$ cat src/rtl/lives_display.sv
// Per-player life counters with blink-on-hit invulnerability, plus a heart-row
// overlay renderer whose pixel output lags the (x,y) input by exactly one clock.

module heart_rom (
    input  logic        clk,
    input  logic [4:0]  row,
    input  logic [4:0]  col,
    output logic [11:0] data
);
    // Shaded sprite: strong red channel with row/col gradient in the low bits.
    always_ff @(posedge clk) begin
        data <= {2'b11, row, col};
    end
endmodule

module lives_display #(
    parameter int NUM_PLAYERS   = 2,
    parameter int MAX_LIVES     = 3,
    parameter int HEART_W       = 24,
    parameter int HEART_H       = 23,
    parameter int X_BASE        = 55,
    parameter int HEART_STRIDE  = 39,
    parameter int PLAYER_STRIDE = 457,
    parameter int HEART_Y       = 30,
    parameter int BLINK_FRAMES  = 60,
    parameter int BLINK_HALF    = 8,
    localparam int LW           = $clog2(MAX_LIVES + 1)
) (
    input  logic                      clk,
    input  logic                      reset,
    input  logic                      frame_tick,
    input  logic [NUM_PLAYERS-1:0]    lose_life,
    input  logic [NUM_PLAYERS-1:0]    add_life,
    input  logic                      restart,
    input  logic [9:0]                x,
    input  logic [9:0]                y,
    output logic [11:0]               rgb,
    output logic                      heart_on,
    output logic [NUM_PLAYERS*LW-1:0] lives,
    output logic                      game_over
);
    localparam int CW = $clog2(BLINK_FRAMES + 1);

    typedef enum logic [1:0] {ALIVE, BLINK, DEAD} state_e;

    state_e          state_q [NUM_PLAYERS];
    state_e          state_d [NUM_PLAYERS];
    logic [LW-1:0]   lives_q [NUM_PLAYERS];
    logic [LW-1:0]   lives_d [NUM_PLAYERS];
    logic [CW-1:0]   blink_q [NUM_PLAYERS];
    logic [CW-1:0]   blink_d [NUM_PLAYERS];

    logic            hit_d;
    logic            heart_on_q;
    logic [4:0]      row_d;
    logic [4:0]      col_d;
    logic [11:0]     rom_data;

    always_comb begin
        for (int p = 0; p < NUM_PLAYERS; p++) begin
            state_d[p] = state_q[p];
            lives_d[p] = lives_q[p];
            blink_d[p] = blink_q[p];
            if (restart) begin
                state_d[p] = ALIVE;
                lives_d[p] = LW'(MAX_LIVES);
                blink_d[p] = '0;
            end else begin
                case (state_q[p])
                    ALIVE: begin
                        // A lose request always swallows a same-cycle add.
                        if (lose_life[p]) begin
                            if (lives_q[p] != '0) begin
                                lives_d[p] = lives_q[p] - 1'b1;
                                blink_d[p] = CW'(BLINK_FRAMES);
                                state_d[p] = BLINK;
                            end
                        end else if (add_life[p] && lives_q[p] < LW'(MAX_LIVES)) begin
                            lives_d[p] = lives_q[p] + 1'b1;
                        end
                    end
                    BLINK: begin
                        if (!lose_life[p] && add_life[p] && lives_q[p] < LW'(MAX_LIVES))
                            lives_d[p] = lives_q[p] + 1'b1;
                        if (frame_tick) begin
                            if (blink_q[p] > CW'(1)) begin
                                blink_d[p] = blink_q[p] - 1'b1;
                            end else begin
                                blink_d[p] = '0;
                                state_d[p] = (lives_d[p] == '0) ? DEAD : ALIVE;
                            end
                        end
                    end
                    default: ;
                endcase
            end
        end
    end

    always_ff @(posedge clk) begin
        for (int p = 0; p < NUM_PLAYERS; p++) begin
            if (reset) begin
                state_q[p] <= ALIVE;
                lives_q[p] <= LW'(MAX_LIVES);
                blink_q[p] <= '0;
            end else begin
                state_q[p] <= state_d[p];
                lives_q[p] <= lives_d[p];
                blink_q[p] <= blink_d[p];
            end
        end
    end

    // Priority scan: first visible heart in (player, heart) order wins.
    always_comb begin
        hit_d = 1'b0;
        row_d = '0;
        col_d = '0;
        for (int p = 0; p < NUM_PLAYERS; p++) begin
            for (int i = 0; i < MAX_LIVES; i++) begin
                automatic int  ox  = X_BASE + p * PLAYER_STRIDE + i * HEART_STRIDE;
                automatic logic vis = (i < int'(lives_q[p])) ||
                    (state_q[p] == BLINK && i == int'(lives_q[p]) &&
                     ((int'(blink_q[p]) / BLINK_HALF) % 2) == 0);
                automatic logic in_reg = int'(x) >= ox && int'(x) <= ox + HEART_W - 1 &&
                                         int'(y) >= HEART_Y && int'(y) <= HEART_Y + HEART_H - 1;
                if (!hit_d && vis && in_reg) begin
                    hit_d = 1'b1;
                    col_d = 5'(int'(x) - ox);
                    row_d = 5'(int'(y) - HEART_Y);
                end
            end
        end
    end

    heart_rom u_rom (
        .clk  (clk),
        .row  (row_d),
        .col  (col_d),
        .data (rom_data)
    );

    always_ff @(posedge clk) begin
        if (reset) heart_on_q <= 1'b0;
        else       heart_on_q <= hit_d;
    end

    assign heart_on = heart_on_q;
    assign rgb      = heart_on_q ? rom_data : 12'h000;

    always_comb begin
        lives     = '0;
        game_over = 1'b0;
        for (int p = 0; p < NUM_PLAYERS; p++) begin
            lives[p*LW +: LW] = lives_q[p];
            if (state_q[p] == DEAD) game_over = 1'b1;
        end
    end
endmodule

$ cat config.mk
export PLATFORM = sky130hd
export DESIGN_NAME = lives_display
export DESIGN_NICKNAME = d
export VERILOG_FILES = /design/src/rtl/lives_display.sv
export SDC_FILE = /design/constraint.sdc
export NUM_CORES = 1
export LEC_CHECK = 0
export CORE_MARGIN = 2
export CORE_UTILIZATION = 58
export CTS_CLUSTER_SIZE = 20
export DETAILED_ROUTE_END_ITERATION = 16
export GPL_TIMING_DRIVEN = 0
export PLACE_DENSITY = 0.91
export SYNTH_ARGS = -nofsm -noshare
export SYNTH_HDL_FRONTEND = slang
export SYNTH_SLANG_ARGS = --single-unit
export TNS_END_PERCENT = 20
$ cat constraint.sdc
create_clock -name clk -period 3 [get_ports clk]
set_clock_uncertainty 0.15 [all_clocks]
set_input_delay 0.6 -clock clk [delete_from_list [all_inputs] [get_ports clk]]
set_output_delay 0.6 -clock clk [all_outputs]
set_load 0.005 [all_outputs]
==> results.rst, run 1 <==
.. list-table::
   :header-rows: 1

   * - Metric
     - Value
   * - Count of cells along the worst register-to-register path
     - 7
   * - Worst Path Required
     - roughly 3000 ps
   * - Fmax
     - 361 MHz
   * - Top flip-flop cell by instance count after synthesis
     - sky130_fd_sc_hd__dfxtp_1
   * - # port buffers
     - 43
   * - Total die area
     - ~5000 um^2
   * - Total global-route track usage
     - 0.251
   * - Endpoint of the worst hold path
     - blink_q[0][5]
   * - Cell Area, Synth
     - 2580 um^2
   * - Wire length per cell after detailed routing
     - 14.3 um
   * - Setup TNS Final
     - 0 ps
   * - Synth cell types
     - 63
   * - Total CTS buffers
     - 5
   * - Share of the core filled with cells
     - 0.734
   * - Max Transition Viols Final
     - 0
   * - Post-route cell area
     - between 3000 and 4000 um^2
   * - Floorplan core area
     - roughly 4300 um^2
   * - # clock sinks
     - 31
   * - Placer Congestion
     - ~0.97
   * - Clk Tree Root Cell
     - sky130_fd_sc_hd__clkbuf_8
   * - Worst-Skew Late Latency
     - between 200 and 300 ps
   * - Setup crit end kind
     - register
   * - HP Start
     - blink_q[0][5]
   * - Pin count of the biggest net entering global routing
     - 14
   * - Critical Path AT
     - between 2000 and 3000 ps
   * - Setup repair after global routing missed its margin
     - false
   * - Average cell area after synthesis
     - roughly 8 um^2
   * - Static leakage
     - ~1.2 nW
   * - Count of flip-flops with a built-in enable after synthesis
     - 0
   * - Max-Cap Viols
     - 0
   * - Total power draw
     - 1.02 mW
   * - Number of placed I/O pins
     - 46
   * - Async S/R FF share, synth
     - 0
   * - Minimum clock period after layout
     - about 2800 ps
   * - Post-CTS setup repair buffer count
     - 0
   * - Vias in the first global route
     - ~2400
   * - Max IR drop VDD
     - approximately 0.00025 V
   * - Yosys warns
     - 0
   * - Setup WS post-layout
     - 227 ps
   * - Floorplan die width
     - about 71 um
   * - Detailed-route DRC error count
     - 0
   * - Die Y-Extent
     - just over 70 um
   * - Worst max-slew margin expressed relative to the limit
     - 0.562
   * - Fraction of the yosys area taken by sequential cells
     - 0.241
   * - First-pass iteration count of the detailed router
     - 4
   * - Instance count along the most critical hold path
     - 2
   * - Total power per unit cell area
     - approximately 320 nW/um^2
   * - TritonCTS clock tree
     - built
   * - Transition time at the pin with the least slew margin
     - between 600 and 700 ps
   * - Worst Setup Path Type
     - in -> reg
   * - Pre-CTS worst setup slack
     - -173 ps
   * - Area after DPL
     - around 3100 um^2
   * - Number of core rows
     - 24
   * - Post-detailed-route count of antenna-violating nets
     - 0
   * - Effective utilization at floorplan
     - 0.597
   * - Initial antenna violation count
     - 0
   * - Routed via count divided by cell count
     - between 6 and 7
   * - Final #Nets
     - approximately 430
   * - Clk pin slew, worst setup/hold paths
     - 60 ps
   * - Worst reg-to-reg setup slack
     - 740 ps
   * - Maximum number of buffers from clock root to sink
     - 2
   * - Critical R2R Capture
     - state_q[1][0]
   * - P&R area growth vs syn
     - 22.9%
   * - Result of the run
     - complete, no violations
   * - Remaining global-route overflow
     - 0
   * - Crit Path Max Fanout
     - 5
   * - Number of flip-flops and latches in the synthesized netlist
     - 31
   * - FF-to-FF Start
     - lives_q[1][1]
   * - Final count of negative-setup-slack endpoints
     - 0
   * - Synthesized Nets
     - 378
   * - Hold/Removal Path Class
     - reg -> reg
   * - Fraction of layout cells with a size suffix above 1
     - 0.0950
   * - Antenna diode count
     - 0
   * - DR iter-0 viols
     - between 150 and 200
   * - Final clock period utilization by the worst path
     - 0.924
   * - Total placed cells including tap cells
     - between 400 and 500
   * - Startpoint kind of the worst setup timing path
     - input pin
   * - Wire length of the first global-routing pass
     - between 10000 and 15000 um
   * - Number of failing hold endpoints at the final stage
     - 0
   * - Final non-filler cell total
     - roughly 430
   * - H-tree depth reported by CTS
     - 2
   * - Post-Synthesis Cells
     - between 300 and 400
   * - Detailed placement HPWL
     - between 4000 and 5000 um
   * - Routed wire length
     - about 6100 um
   * - Hold Worst Slack
     - ~320 ps
   * - Via count
     - 2599
-- how the worst max path moves through the flow --
stage | start | end | slack [ps]
after floorplan | x[1] | u_rom.data[4] | 780
after global placement | x[0] | u_rom.data[9] | -160
after detailed placement | x[0] | u_rom.data[8] | -170
after CTS | x[0] | u_rom.data[8] | 90
after global routing | x[2] | u_rom.data[8] | 90
final | x[2] | u_rom.data[4] | 230
-- registers in the layout, summed over array words and instances, names as in the netlist --
signal      flops
blink_q        12
u_rom.data     10
lives_q         4
state_q         4
heart_on        1
-- area by class of cell --
| cell class | count | area, um^2 |
|---|---|---|
| buffer | 11 | 66.3 |
| timing repair buffer | 43 | 435 |
| tap | 52 | 65.1 |
| inverter | 19 | 71.3 |
| clock inverter | 1 | 5.00 |
| clock buffer | 7 | 76.3 |
| fill | 335 | 1150 |
| multi-input combinational | 267 | 1830 |
| sequential | 31 | 621 |
-- worst max-delay path, stage by stage --
cell and delay [ps]:
sky130_fd_sc_hd__clkdlybuf4s50_1 550, sky130_fd_sc_hd__ha_1 290, sky130_fd_sc_hd__and4b_1 230, sky130_fd_sc_hd__o2111ai_1 150
sky130_fd_sc_hd__or2_1 340, sky130_fd_sc_hd__or3_1 370, sky130_fd_sc_hd__a21oi_1 150, sky130_fd_sc_hd__o22ai_1 80
-- Yosys cell counts (4+ instances only) --
library cell / count / area [um^2]
sky130_fd_sc_hd__inv_1: 19 / 71.3
sky130_fd_sc_hd__nand2b_1: 5 / 31.3
sky130_fd_sc_hd__dfxtp_1: 31 / 621
sky130_fd_sc_hd__ha_1: 22 / 275
sky130_fd_sc_hd__a21oi_1: 28 / 140
sky130_fd_sc_hd__nor2_2: 4 / 25.0
sky130_fd_sc_hd__o22ai_1: 4 / 25.0
sky130_fd_sc_hd__a211oi_1: 6 / 45.0
sky130_fd_sc_hd__o211ai_1: 4 / 30.0
sky130_fd_sc_hd__nand3_1: 4 / 20.0
sky130_fd_sc_hd__o21ai_0: 21 / 105
sky130_fd_sc_hd__nor3_1: 12 / 60.1
sky130_fd_sc_hd__or3_1: 6 / 37.5
sky130_fd_sc_hd__nor2b_1: 6 / 37.5
sky130_fd_sc_hd__nand2_1: 25 / 93.8
sky130_fd_sc_hd__and2_1: 13 / 81.3
sky130_fd_sc_hd__nor2_1: 19 / 71.3
sky130_fd_sc_hd__buf_2: 5 / 25.0
sky130_fd_sc_hd__xnor2_1: 9 / 78.8
sky130_fd_sc_hd__xor2_1: 4 / 35.0
sky130_fd_sc_hd__and3_1: 5 / 31.3
sky130_fd_sc_hd__o31ai_1: 4 / 30.0
-- logic make-up (layout without fill, tap and decap cells) --
kind of cell,count (synthesis),in the layout,synth area share
AOI/OAI and AO/OA,98,98,0.249
DFF,31,31,0.241
muxes,3,3,0.0116
buffers and inverters,30,81,0.0533
xor gates and xnor gates,13,13,0.0441
and+or+nand+nor,131,131,0.294
adders and majority gates,22,22,0.107
-- what timing repair did --
item | in CTS | in global routing
endpoints found under the setup margin | 0 | 8
resized for setup | 0 | 4
hold buffers | 0 | 0
-- cell usage in the layout (no fill, tap or decap), types with 5 or more instances in the layout --
cell type,Yosys,routed
sky130_fd_sc_hd__dfxtp_1,31,31
sky130_fd_sc_hd__xnor2_1,9,9
sky130_fd_sc_hd__nor2b_1,6,6
sky130_fd_sc_hd__nand2_1,25,25
sky130_fd_sc_hd__a211oi_1,6,5
sky130_fd_sc_hd__buf_2,5,5
sky130_fd_sc_hd__nor3_1,12,12
sky130_fd_sc_hd__nor2_1,19,19
sky130_fd_sc_hd__a21oi_1,28,28
sky130_fd_sc_hd__o21ai_0,21,21
sky130_fd_sc_hd__and3_1,5,5
sky130_fd_sc_hd__inv_1,19,19
sky130_fd_sc_hd__or3_1,6,6
sky130_fd_sc_hd__clkbuf_8,0,5
sky130_fd_sc_hd__ha_1,22,22
sky130_fd_sc_hd__and2_1,13,13
sky130_fd_sc_hd__nand2b_1,5,5
sky130_fd_sc_hd__clkdlybuf4s50_1,0,41
-- per-layer routing --
layer,up-vias,part of all wire,global-route usage
met5,-,0,0
met2,114,0.45,0.405
met4,0,0.013,0.0860
met1,1174,0.45,0.329
met3,11,0.078,0.0598
li1,1300,-,-
-- power by group --
group          switching [mW]  leakage [nW]  internal (mW)
clock                   0.150        0.0422          0.163
sequential             0.0185         0.252          0.425
combinational           0.142         0.946          0.122
total                   0.310          1.24          0.709
Power figures use the tool's default switching activity.
==> inputs of run 2 (changes only) <==
--- a/config.mk
+++ b/config.mk
@@ -8,3 +8,3 @@
 export CORE_MARGIN = 2
-export CORE_UTILIZATION = 58
+export CORE_UTILIZATION = 35
 export CTS_CLUSTER_SIZE = 20
@@ -12,5 +12,6 @@
 export GPL_TIMING_DRIVEN = 0
-export PLACE_DENSITY = 0.91
+export PLACE_DENSITY = 0.61
 export SYNTH_ARGS = -nofsm -noshare
 export SYNTH_HDL_FRONTEND = slang
+export SYNTH_HIERARCHICAL = 1
 export SYNTH_SLANG_ARGS = --single-unit
==> constraint.sdc (replaced) <==
create_clock -name clk -period 3 [get_ports clk]
set_clock_uncertainty 0.15 [all_clocks]
set_input_delay 0.3 -clock clk [delete_from_list [all_inputs] [get_ports clk]]
set_output_delay 0.3 -clock clk [all_outputs]
set_load 0.005 [all_outputs]
==> run 2 against run 1 <==
  * Sequential power is essentially flat
  * Setup slack lost 2.8 ps
  * Maximum frequency shrank 0.10%
  * Highest routed layer unchanged
==> results.rst, run 2 <==
.. list-table::
   :header-rows: 1

   * - Metric
     - Value
   * - Result of the run
     - complete, no violations
   * - Count of flip-flops with a built-in enable after synthesis
     - 0
   * - Share of the synthesized area in the top cell type
     - 0.233
   * - Total CTS buffers
     - 5
   * - Maximum number of buffers from clock root to sink
     - 2
   * - Setup crit end kind
     - register
   * - Synth area leaders
     - sky130_fd_sc_hd__dfxtp_1, sky130_fd_sc_hd__ha_1, sky130_fd_sc_hd__nor2_1
   * - Critical R2R Capture
     - blink_q[0][3]
   * - Hold/Removal Path Class
     - reg -> reg
   * - Post-Synthesis Cells
     - 334
   * - H-tree depth reported by CTS
     - 2
   * - Pin count of the biggest net entering global routing
     - 11
   * - Final non-filler cell total
     - between 400 and 500
   * - Leading cell types in the layout, fill and taps excluded
     - sky130_fd_sc_hd__clkdlybuf4s50_1, sky130_fd_sc_hd__nor2_1, sky130_fd_sc_hd__dfxtp_1
   * - Worst-Skew Late Latency
     - about 280 ps
   * - Final count of negative-setup-slack endpoints
     - 0
   * - Endpoint of the worst hold path
     - blink_q[1][5]
   * - Number of buffers inserted for hold repair after clock tree synthesis
     - 0
   * - # port buffers
     - 45
   * - Setup WS post-layout
     - roughly 220 ps
   * - Worst Setup Path Type
     - in -> reg
   * - Routed wire length
     - 6680 um
   * - Final #Nets
     - about 440
   * - Clk Tree Root Cell
     - sky130_fd_sc_hd__clkbuf_8
   * - P&R area growth vs syn
     - 26.5%
   * - Wire length per cell after detailed routing
     - ~14 um
   * - Placer Congestion
     - 0.916
   * - Effective utilization at floorplan
     - 0.365
   * - Instance count along the most critical hold path
     - 2
   * - Clk pin slew, worst setup/hold paths
     - 70 ps
   * - HP Start
     - blink_q[1][5]
   * - DR iter-0 viols
     - between 60 and 70
   * - Yosys warns
     - 6
   * - Post-detailed-route count of antenna-violating nets
     - 0
   * - FF-to-FF Start
     - lives_q[0][0]
   * - Static leakage
     - approximately 1.3 nW
   * - Post-route cell area
     - around 3400 um^2
   * - Area after DPL
     - around 3200 um^2
   * - Top flip-flop cell by instance count after synthesis
     - sky130_fd_sc_hd__dfxtp_1
   * - Die Y-Extent
     - approximately 91 um
   * - Leading registers by flop count
     - blink_q x12, u_rom/data x10
   * - Area leader, netlist
     - sky130_fd_sc_hd__dfxtp_1
   * - Startpoint kind of the worst setup timing path
     - input pin
   * - Number of failing hold endpoints at the final stage
     - 0
   * - Top register by number of flip-flops
     - blink_q
   * - Worst Path Required
     - approximately 3000 ps
   * - Total power draw
     - between 1 and 1.5 mW
   * - Max IR drop VDD
     - ~0.00015 V
   * - Number of placed I/O pins
     - 46
   * - Worst reg-to-reg setup slack
     - 530 ps
   * - Average cell area after synthesis
     - between 7 and 8 um^2
   * - Max-Cap Viols
     - 0
   * - Floorplan core area
     - roughly 7300 um^2
   * - Detailed placement HPWL
     - 5200 um
   * - List of most frequent post-synthesis cells
     - sky130_fd_sc_hd__nor2_1, sky130_fd_sc_hd__dfxtp_1, sky130_fd_sc_hd__nand2_1
   * - Total power per unit cell area
     - roughly 340 nW/um^2
   * - Count of cells along the worst register-to-register path
     - 8
   * - Total placed cells including tap cells
     - about 480
   * - Total global-route track usage
     - 0.166
   * - Commonest non-fill, non-tap cell in the layout
     - sky130_fd_sc_hd__clkdlybuf4s50_1
   * - Worst max-slew margin expressed relative to the limit
     - 0.455
   * - Crit Path Max Fanout
     - 7
   * - Number of core rows
     - 31
   * - Detailed-route DRC error count
     - 0
   * - Setup TNS Final
     - 0 ps
   * - Final clock period utilization by the worst path
     - 0.925
   * - Critical Path AT
     - ~2800 ps
   * - Total die area
     - 8320 um^2
   * - Number of flip-flops and latches in the synthesized netlist
     - 31
   * - Hold Worst Slack
     - between 300 and 400 ps
   * - Minimum clock period after layout
     - between 2000 and 3000 ps
   * - First-pass iteration count of the detailed router
     - 4
   * - Largest register FFs
     - 12
   * - Fraction of the yosys area taken by sequential cells
     - 0.233
   * - Floorplan die width
     - ~91 um
   * - Wire length of the first global-routing pass
     - around 11000 um
   * - TritonCTS clock tree
     - built
   * - Library cell with the highest instance count after synthesis
     - sky130_fd_sc_hd__nor2_1
   * - Vias in the first global route
     - roughly 2500
   * - Synth cell types
     - 74
   * - Max Transition Viols Final
     - 0
   * - Transition time at the pin with the least slew margin
     - about 810 ps
   * - Pre-CTS worst setup slack
     - -238 ps
   * - Via count
     - roughly 2600
   * - # clock sinks
     - 31
   * - Cell Area, Synth
     - 2660 um^2
   * - Routed via count divided by cell count
     - approximately 5.3
   * - Share of the core filled with cells
     - 0.462
   * - Remaining global-route overflow
     - 0
   * - Setup repair after global routing missed its margin
     - false
   * - Antenna diode count
     - 0
   * - Async S/R FF share, synth
     - 0
   * - Fmax
     - approximately 360 MHz
   * - Initial antenna violation count
     - 0
   * - Fraction of layout cells with a size suffix above 1
     - 0.111
-- run 2: critical path, stage by stage --
cell                              delay (ps)
sky130_fd_sc_hd__clkdlybuf4s50_1         620
sky130_fd_sc_hd__inv_1                   170
sky130_fd_sc_hd__ha_1                    290
sky130_fd_sc_hd__nor2b_1                 150
sky130_fd_sc_hd__o21ai_0                 370
sky130_fd_sc_hd__nand3_2                 250
sky130_fd_sc_hd__o41ai_2                 330
sky130_fd_sc_hd__o31a_2                  200
sky130_fd_sc_hd__o2111ai_2               100
-- run 2: how the worst max path moves through the flow --
| stage | startpoint | end | slack [ps] | depth (start not counted) |
|---|---|---|---|---|
| floorplan | x[0] | u_rom/data[8] | 850 | 8 |
| global placement | x[1] | u_rom/data[9] | -200 | 9 |
| detailed placement | x[1] | u_rom/data[5] | -240 | 9 |
| CTS | x[1] | u_rom/data[5] | 70 | 9 |
| global route | x[0] | u_rom/data[4] | 20 | 9 |
| finish | x[0] | u_rom/data[4] | 220 | 9 |
-- run 2: routing by layer --
metal,wire [um],global-route usage,share of wire,vias up
met5,0,0,0,-
met4,110,0.0644,0.016,0
met3,203,0.0266,0.030,7
met2,3190,0.281,0.48,50
met1,3170,0.212,0.48,1195
li1,-,-,-,1317
-- run 2: report_power, final --
part	leakage, nW	internal, mW	total [mW]	switching, mW
combinational	0.954	0.126	0.267	0.140
sequential	0.253	0.426	0.442	0.0161
clock	0.0612	0.269	0.433	0.164
total	1.27	0.821	1.14	0.321
-- run 2: layout make-up --
| type | instances | area (um^2) |
|---|---|---|
| Buffer | 13 | 86.3 |
| Clock buffer | 6 | 82.6 |
| Clock inverter | 2 | 35.0 |
| Fill cell | 751 | 3920 |
| Inverter | 21 | 78.8 |
| Multi-Input combinational cell | 270 | 1880 |
| Sequential cell | 31 | 621 |
| Tap cell | 99 | 124 |
| Timing Repair Buffer | 46 | 460 |
-- run 2: what timing repair did --
action,in CTS,in global routing
hold endpoints to repair,0,0
endpoints found under the setup margin,0,7
buffers inserted,0,1
resized for setup,0,1
-- run 2: cells by family (layout without fill, tap and decap cells) --
family / after synthesis / in the layout / share of synthesized area
other cells: 1 / 2 / 0.00141
flops: 31 / 31 / 0.233
compound gates: 87 / 87 / 0.252
fa+ha+maj: 21 / 21 / 0.0987
buf+inv: 34 / 88 / 0.0620
simple gates: 150 / 150 / 0.320
xor+xnor: 9 / 9 / 0.0296
mux: 1 / 1 / 0.00376
==> inputs of run 3 (changes only) <==
- PLACE_DENSITY: 0.61 -> 0.57
==> run 3 against run 2 <==
  * Setup slack gained 25 ps
  * Combinational power is essentially flat
  * Wire length grew 2.6%
  * Flip-flop and latch count is the same
  * Sequential share of layout area is the same
  * Total power grew 0.70%
  * Maximum frequency grew 0.92%
  * Core utilization is the same
==> results.rst, run 3 (synthesis gave the netlist of run 2 again) <==
.. list-table::
   :header-rows: 1

   * - Metric
     - Value
   * - Final #Nets
     - 437
   * - Number of failing hold endpoints at the final stage
     - 0
   * - Fmax
     - about 360 MHz
   * - Maximum number of buffers from clock root to sink
     - 2
   * - Transition time at the pin with the least slew margin
     - 687 ps
   * - Final clock period utilization by the worst path
     - 0.917
   * - Worst max-slew margin expressed relative to the limit
     - 0.538
   * - Power dissipated by switching net loads
     - ~0.33 mW
   * - Leading cell types in the layout, fill and taps excluded
     - sky130_fd_sc_hd__clkdlybuf4s50_1, sky130_fd_sc_hd__nor2_1, sky130_fd_sc_hd__dfxtp_1
   * - Combinational cell fraction of total power
     - 0.230
   * - Max-Cap Viols
     - 0
   * - Startpoint kind of the worst setup timing path
     - input pin
   * - Hold Worst Slack
     - around 330 ps
   * - Proportion of power drawn by flip-flops and latches
     - 0.384
   * - Largest register FFs
     - 12
   * - Remaining global-route overflow
     - 0
   * - Effective utilization at floorplan
     - 0.365
   * - Die Y-Extent
     - 91.2 um
   * - Wire length per cell after detailed routing
     - approximately 14 um
   * - Leading registers by flop count
     - blink_q x12, u_rom/data x10
   * - Floorplan die width
     - 91.2 um
   * - Final count of negative-setup-slack endpoints
     - 0
   * - Total CTS buffers
     - 5
   * - Final non-filler cell total
     - just under 500
   * - # clock sinks
     - 31
   * - TritonCTS clock tree
     - built
   * - Number of placed I/O pins
     - between 40 and 50
   * - Worst Setup Path Type
     - in -> reg
   * - Antenna diode count
     - 0
   * - Vias in the first global route
     - roughly 2400
   * - Setup crit end kind
     - register
   * - Worst-Skew Late Latency
     - just under 300 ps
   * - Hold/Removal Path Class
     - in -> reg
   * - Initial antenna violation count
     - 0
   * - Wire length of the first global-routing pass
     - between 10000 and 15000 um
   * - Commonest non-fill, non-tap cell in the layout
     - sky130_fd_sc_hd__clkdlybuf4s50_1
   * - Post-route cell area
     - around 3400 um^2
   * - # port buffers
     - 45
   * - Via count
     - 2543
   * - Pin count of the biggest net entering global routing
     - 11
   * - Floorplan core area
     - 7290 um^2
   * - Total power per unit cell area
     - around 340 nW/um^2
   * - Internal power
     - roughly 0.82 mW
   * - Worst Path Required
     - ~3000 ps
   * - First-pass iteration count of the detailed router
     - 4
   * - H-tree depth reported by CTS
     - 2
   * - Number of core rows
     - 31
   * - Post-detailed-route count of antenna-violating nets
     - 0
   * - Detailed placement HPWL
     - roughly 5300 um
   * - Crit Path Max Fanout
     - 7
   * - Critical Path AT
     - between 2000 and 3000 ps
   * - Setup repair after global routing missed its margin
     - false
   * - Fraction of layout cells with a size suffix above 1
     - 0.111
   * - Placer Congestion
     - between 0.9 and 1
   * - Routed via count divided by cell count
     - around 5.2
   * - Clk network pwr share
     - 0.385
   * - Max IR drop VDD
     - roughly 0.00033 V
   * - Top register by number of flip-flops
     - blink_q
   * - Area after DPL
     - between 3000 and 4000 um^2
   * - Worst reg-to-reg setup slack
     - 560 ps
   * - Switching part of the total power
     - 0.286
   * - P&R area growth vs syn
     - 26.5%
   * - Clk Tree Root Cell
     - sky130_fd_sc_hd__clkbuf_8
   * - Total placed cells including tap cells
     - 479
   * - Routed wire length
     - ~6800 um
   * - Minimum clock period after layout
     - 2750 ps
   * - Result of the run
     - complete, no violations
   * - Clk pin slew, worst setup/hold paths
     - 70 ps
   * - Static leakage
     - between 1 and 1.5 nW
   * - Max Transition Viols Final
     - 0
   * - Total die area
     - between 8000 and 9000 um^2
   * - DR iter-0 viols
     - between 100 and 150
   * - Total global-route track usage
     - 0.173
   * - Detailed-route DRC error count
     - 0
==> run 3: changes by cell type in the layout (fill, tap and decap cells not counted) <==
cell | previous run | this run
sky130_fd_sc_hd__o21ai_0 | 9 | 8
sky130_fd_sc_hd__o21ai_1 | 1 | 2
==> run 3: path summary, 6_finish.rpt <==
| path | start | endpoint | depth (start not counted) |
|---|---|---|---|
| hold / removal | x[1] | u_rom/data[1] | 2 |
| setup reg to reg | lives_q[0][0] | blink_q[0][3] | 8 |
| hold reg to reg | blink_q[0][5] | blink_q[0][5] | 2 |
| setup / recovery | x[0] | heart_on | 10 |
==> run 3: worst max-delay path, cell delays in order <==
cell and delay, ps:
sky130_fd_sc_hd__clkdlybuf4s50_1 620, sky130_fd_sc_hd__inv_1 170, sky130_fd_sc_hd__ha_1 290, sky130_fd_sc_hd__or3b_1 420, sky130_fd_sc_hd__a31oi_1 190, sky130_fd_sc_hd__a211o_2 200, sky130_fd_sc_hd__o22ai_1 140, sky130_fd_sc_hd__nor4b_4 230
sky130_fd_sc_hd__buf_4 180, sky130_fd_sc_hd__nor2_1 40
==> run 3: cell type report <==
| class | count | area [um^2] |
|---|---|---|
| clock inverter | 2 | 35.0 |
| clock buffer | 6 | 82.6 |
| fill | 773 | 3920 |
| inverter | 21 | 78.8 |
| timing repair buffer | 46 | 460 |
| multi-input combinational | 270 | 1880 |
| tap | 99 | 124 |
| buffer | 13 | 86.3 |
| sequential | 31 | 621 |
==> run 3: power by group through the flow <==
stage,registers (mW),clock network (mW),logic [mW]
finish,0.442,0.443,0.265
global route,0.445,0.476,0.297
CTS,0.442,0.459,0.264
detailed placement,0.452,0,0.263
global placement,0.451,0,0.262
floorplan,0.448,0,0.169
==> run 3: metal layers <==
metal / routed length (um) / global-route usage
met4: 90 / 0.0455
met2: 3260 / 0.278
met1: 3180 / 0.236
met3: 312 / 0.0332
met5: 0 / 0
==> run 3: what timing repair did <==
| action | 4_1_cts | 5_1_grt |
|---|---|---|
| endpoints found under the setup margin | 0 | 7 |
| hold buffers | 0 | 0 |
| gates resized for setup | 0 | 2 |
| setup buffers | 0 | 1 |
==> run 3: through the flow <==
stage,utilization,power [mW],worst slack (ps),TNS (ps)
final,0.462,1.15,250,0
after global routing,0.462,1.22,14.8,0
after CTS,0.461,1.17,110,0
after detailed placement,0.444,0.715,-204,-1430
after global placement,0.444,0.713,-208,-1360
after floorplan,-,0.617,854,0
